<file path="config.mk">
export PLATFORM = sky130hd
export DESIGN_NAME = tri_scan_ring_ctl
export DESIGN_NICKNAME = d
export VERILOG_FILES = /design/src/rtl/tri_scan_ring_ctl.sv
export SDC_FILE = /design/constraint.sdc
export NUM_CORES = 1
export LEC_CHECK = 0
export CORE_MARGIN = 1.5
export CORE_UTILIZATION = 40
export DETAILED_ROUTE_END_ITERATION = 10
export PLACE_DENSITY_LB_ADDON = 0.15
export SETUP_SLACK_MARGIN = 0.02
export SLEW_MARGIN = 20
export SYNTH_ARGS = -nofsm -noshare
export SYNTH_HDL_FRONTEND = slang
export SYNTH_SLANG_ARGS = --single-unit
</file>
<file path="constraint.sdc">
create_clock -name nclk -period 1.5 [get_ports nclk]
set_clock_uncertainty 0.1 [all_clocks]
set_input_delay 0.3 -clock nclk [delete_from_list [all_inputs] [get_ports nclk]]
set_output_delay 0.3 -clock nclk [all_outputs]
set_load 0.02 [all_outputs]
</file>
<file path="src/rtl/tri_scan_ring_ctl.sv">
// rtl/tri_scan_ring_ctl.sv - scan-ring swap access controller: hold, shift RING_LEN bits, release, respond
// Optional registered response parity is enabled by defining TRI_SCAN_RING_PARITY_EN.
`ifndef NCLK_WIDTH
`define NCLK_WIDTH 2
`endif

module tri_scan_ring_ctl #(
    parameter int RING_LEN = 32,
    parameter int CNT_W    = 6
) (
    input  logic [0:`NCLK_WIDTH-1] nclk,
    input  logic                   req_val,
    output logic                   req_rdy,
    input  logic                   req_wr,
    input  logic [0:RING_LEN-1]    req_wdata,
    output logic                   rsp_val,
    input  logic                   rsp_rdy,
    output logic [0:RING_LEN-1]    rsp_rdata,
    output logic                   rsp_par,
    output logic                   ring_hold,
    output logic                   ring_sg,
    output logic                   ring_scin,
    input  logic                   ring_scout
);
    typedef enum logic [2:0] {IDLE, HOLD, SHIFT, RELEASE, RESP} state_t;

    localparam logic [CNT_W-1:0] CNT_LAST = CNT_W'(RING_LEN - 1);

    logic clk;
    logic rst;
    assign clk = nclk[0];
    assign rst = nclk[1];

    state_t              state_q, state_d;
    logic [CNT_W-1:0]    cnt_q, cnt_d;
    logic [0:RING_LEN-1] sr_q, sr_d;
    logic                wr_q, wr_d;
    logic [0:RING_LEN-1] rdata_q, rdata_d;

    always_ff @(posedge clk) begin
        if (rst) begin
            state_q <= IDLE;
            cnt_q   <= '0;
            sr_q    <= '0;
            wr_q    <= 1'b0;
            rdata_q <= '0;
        end else begin
            state_q <= state_d;
            cnt_q   <= cnt_d;
            sr_q    <= sr_d;
            wr_q    <= wr_d;
            rdata_q <= rdata_d;
        end
    end

    // One shift register serves both directions: write data leaves from the tail
    // while captured scout enters at the head, ending up as the pre-access image.
    always_comb begin
        state_d   = state_q;
        cnt_d     = cnt_q;
        sr_d      = sr_q;
        wr_d      = wr_q;
        rdata_d   = rdata_q;
        req_rdy   = 1'b0;
        rsp_val   = 1'b0;
        ring_hold = 1'b0;
        ring_sg   = 1'b0;
        ring_scin = 1'b0;
        case (state_q)
            IDLE: begin
                req_rdy = 1'b1;
                if (req_val) begin
                    sr_d    = req_wdata;
                    wr_d    = req_wr;
                    cnt_d   = '0;
                    state_d = HOLD;
                end
            end
            HOLD: begin
                ring_hold = 1'b1;
                state_d   = SHIFT;
            end
            SHIFT: begin
                ring_hold = 1'b1;
                ring_sg   = 1'b1;
                ring_scin = wr_q ? sr_q[RING_LEN-1] : ring_scout;
                sr_d      = {ring_scout, sr_q[0:RING_LEN-2]};
                cnt_d     = cnt_q + CNT_W'(1);
                if (cnt_q == CNT_LAST) begin
                    state_d = RELEASE;
                end
            end
            RELEASE: begin
                ring_hold = 1'b1;
                rdata_d   = sr_q;
                state_d   = RESP;
            end
            RESP: begin
                rsp_val = 1'b1;
                if (rsp_rdy) begin
                    state_d = IDLE;
                end
            end
            default: state_d = IDLE;
        endcase
    end

    assign rsp_rdata = rdata_q;

`ifdef TRI_SCAN_RING_PARITY_EN
    logic par_q, par_d;

    always_comb begin
        par_d = par_q;
        if (state_q == RELEASE) begin
            par_d = ^sr_q;
        end
    end

    always_ff @(posedge clk) begin
        if (rst) begin
            par_q <= 1'b0;
        end else begin
            par_q <= par_d;
        end
    end

    assign rsp_par = par_q;
`else
    assign rsp_par = 1'b0;
`endif

endmodule

</file>
== Word level (Yosys, flattened, before mapping) ==
Index checks and enable logic that the tools add are counted.
Storage, ports and cells
  input bits: 38
  register bits: 74
  output and inout bits: 38
  logic and storage cells: 34
Cells by class
  eq/ne operators: 8
  multiplexer cells: 14
  add/subtract/negate cells: 1
  reductions and logical operators: 6
Operator list (number)
  $pmux W32 S2: 1
  $mux W32: 1
  $pmux W3 S5: 1
  $pmux W6 S2: 1
  $mux W3: 3
  $add A6 B1 Y6 const B: 1
  $eq A3 B2 Y1 const B: 2
  $eq A6 B5 Y1 const B: 1
  $mux W1: 6
  $mux W6: 1
  $ne A2 B2 Y1 const B: 3
  $reduce_and A2 Y1: 2
  $eq A3 B1 Y1 const B: 1
  $eq A3 B3 Y1 const B: 1
  $logic_not A3 Y1: 1
  $reduce_and A3 Y1: 1
  $reduce_or A3 Y1: 1
  $reduce_bool A2 Y1: 1

== Logic depth before layout (Yosys ltp) ==
  depth after elaboration: 3
  mapped depth: 6
  depth with buffers taken out: 4

== Worst setup path before layout ==
OpenSTA, ideal clock, no wires.
  path kind: register to output
  start point: reg state_q[2]
  end point: out ring_scin
  setup slack: -0.504 ns
  buffers on the path: 1
  required time: 1.100 ns
  cell stages (with the launch flop): 4
  arrival: 1.604 ns
  cell sequence: dfxtp_1 > buf_2 > nor3b_1 > nor2b_1
On the way
  word-level cells in the longest chain between the ends: 2
Ends and longest elaborated chain
  start: declaration: RTL line 34  | state_t state_q, state_d;
  start signal: assignment: RTL line 48  | state_q <= state_d;
  $eq A3 B2 Y1: RTL line 69  | case (state_q)
  $mux W1: RTL line 69
  end: declaration: RTL line 22  | output logic ring_scin,
Every way passes these cells.

== Worst setup path after layout ==
  start point: reg state_q[1]
  end point: out ring_scin
The elaborated chain is that of the path after synthesis.

==> impl_metrics.ini <==
[run_status]
status = finished, violations left
violations = negative hold slack, negative setup slack

[grt]
grt_usage_pct = 22.2
grt_pass1_wl_mm = 13.7
grt_pass1_vias = 3323
grt-ovfl-total = 0
antenna_found_initial = 0
grt_max_degree = 44

[timing]
setup_slack_ns = -0.235
final.min_clock_period_ns = 1.73
finalSetupViolCount = 47
fmax_mhz = 576
fin_crit_sh_pct = 116
slew_violations = 0
hold_ws_ns = -0.0190
rsz0062_at_grt = true
timing.final.hold_violations = 32

[floorplan]
core-area_sq_mm = 0.00769
io-pin-count = 76
die-width_microns = 91.8
dieArea_sq_mm = 0.00843
fp.dieH_microns = 91.8
initial_core_util_pct = 41.0
fp-row-count = 32

[job]
cap_viol_max_count = 0

[placement]
port_buffers = 73
place_area_sq_mm = 0.00412
dpl.cell_count = 546
dp_slack_ns = -0.492
dp_hpwl_mm = 4.88
gp_congestion = 0.830

[synthesis]
synth_edf_count = 0
synth_cell_types = 36
async_reset_ff_share_pct = 0
synth_area_per_cell_sq_um = 8.20
netlist_area_sq_mm = 0.00316
synth_cells = 385
yosysWarnings = 0
ys_seq_elements = 74
synth_fp_nets = 424
yosysSeqAreaShare_pct = 46.9
synth_ff_type = dfxtp_1

[cts]
cts.reportedPaths.clkPinSlew_ns = 0.07
cts_tree = done
worstSkewPairLatency_ns = 0.36

[routing]
ant_nets = 0
drc = 0
dr.pass1.iters = 4
vias_per_cell = 5.28
via_count = 3150
drtIter0Drc = 114
wirelength_mm = 8.69
wl_per_cell_microns = 14.6

[layout]
drive_gt1_share_pct = 22.6
syn2layout_area_growth_pct = 54.7
multiInputGateArea_sq_mm = 0.00158
design_area_sq_mm = 0.00488
finalNonFillerCells = 597
final_cell_mix = 69 x dfxtp_1, 67 x nand2_1, 35 x clkdlybuf4s50_1
finalNetCount = 521
fillers = 670
final-seq-area_sq_mm = 0.00150
final_common_cell = dfxtp_1
n_antenna_cell = 0

[setup_path]
startpoint_type = register
end_kind = output port
cp.arrival_ns = 1.33
crit_type = register to output port
worstPathRequired_ns = 1.10
crit_fanout = 5

[power]
power.density_mw_per_mm2 = 1870
vdd_drop_max_mv = 0.817
power_mw = 9.12
power.leakage_nw = 2.04

[worst_hold_path]
hp-class = clock port to register
## per-stage QoR
step | setup TNS, ns | util (%)
after floorplan | -0.0253 | -
after global placement | -18.11 | 53.5
after detailed placement | -18.99 | 53.5
after CTS | -7.68 | 60.9
after global routing | -6.63 | 63.5
final | -1.64 | 63.5
## logic make-up after synthesis
group                    Yosys count  share of synthesized area (%)
AO/OA/AOI/OAI                    108                           25.0
XOR/XNOR                           1                          0.278
adder cells (fa/ha/maj)            1                          0.396
buffers and inverters             70                           8.92
flip-flops                        74                           46.9
multiplexers                       3                          0.991
other                              1                          0.119
AND/OR/NAND/NOR                  127                           17.3
## path summary, 6_finish.rpt
check                              startpoint       endpoint  slack (ns)  cells past startpoint
worst max-delay path               state_q[1]      ring_scin       -0.23                      3
worst min-delay path                  nclk[1]     state_q[2]       -0.02                      3
worst max register to register     state_q[1]       cnt_q[5]       -0.08                      5
worst min register to register  rsp_rdata[17]  rsp_rdata[17]        0.35                      2
## routing by layer
layer	part of all wire [%]	vias to the layer above	GRT usage [%]
li1	-	1535	-
met1	44	1474	21.4
met2	46	120	28.9
met3	7.2	21	17.4
met4	2.6	0	22.1
met5	0	-	0
## power breakdown
group	switching (mW)	internal [mW]	leakage, nW
registers	0.250	2.42	0.608
logic	1.21	1.07	1.06
clock network	1.87	2.30	0.377
total	3.34	5.79	2.04
## Yosys cell counts, types with 2 or more instances
cell type | instances | area share, %
dfxtp_1 | 74 | 47
nand2_1 | 68 | 8.1
a21oi_1 | 38 | 6.0
nor2_1 | 37 | 4.4
inv_1 | 33 | 3.9
a221oi_1 | 32 | 8.9
a22o_1 | 31 | 8.6
clkbuf_1 | 28 | 3.3
buf_2 | 6 | 0.95
o31ai_1 | 3 | 0.71
or4_1 | 3 | 0.71
a211oi_1 | 2 | 0.48
mux2i_1 | 2 | 0.63
nand2b_1 | 2 | 0.40
nand3_1 | 2 | 0.32
nand3b_1 | 2 | 0.48
nor3_1 | 2 | 0.32
nor3b_1 | 2 | 0.48
## state kept, by name, indices dropped and copies added (netlist names)
register	count
cnt_q	6
rsp_rdata	32
state_q	3
wr_q	1
sr_q	32
## critical path, cell delays in order, from the launching register on
cell	delay [ns]
dfxtp_4	0.39
nor3b_4	0.28
nor2b_4	0.20
buf_6	0.11
## layout make-up
cell class	count	area share [%]
clock buffers	24	6.61
clock inverters	11	2.61
inverters	33	2.54
multi-input cells	241	32.3
flip-flops and latches	74	30.6
well taps	102	2.61
repair buffers	112	22.7
## what timing repair did
item,CTS,global route
gates cloned,0,1
endpoints found under the hold margin,0,0
resized for setup,90,27
setup buffers,7,8
pin swaps,6,5
hold buffers,0,0
setup endpoints to repair,111,82
(Power assumes the default switching activity.)
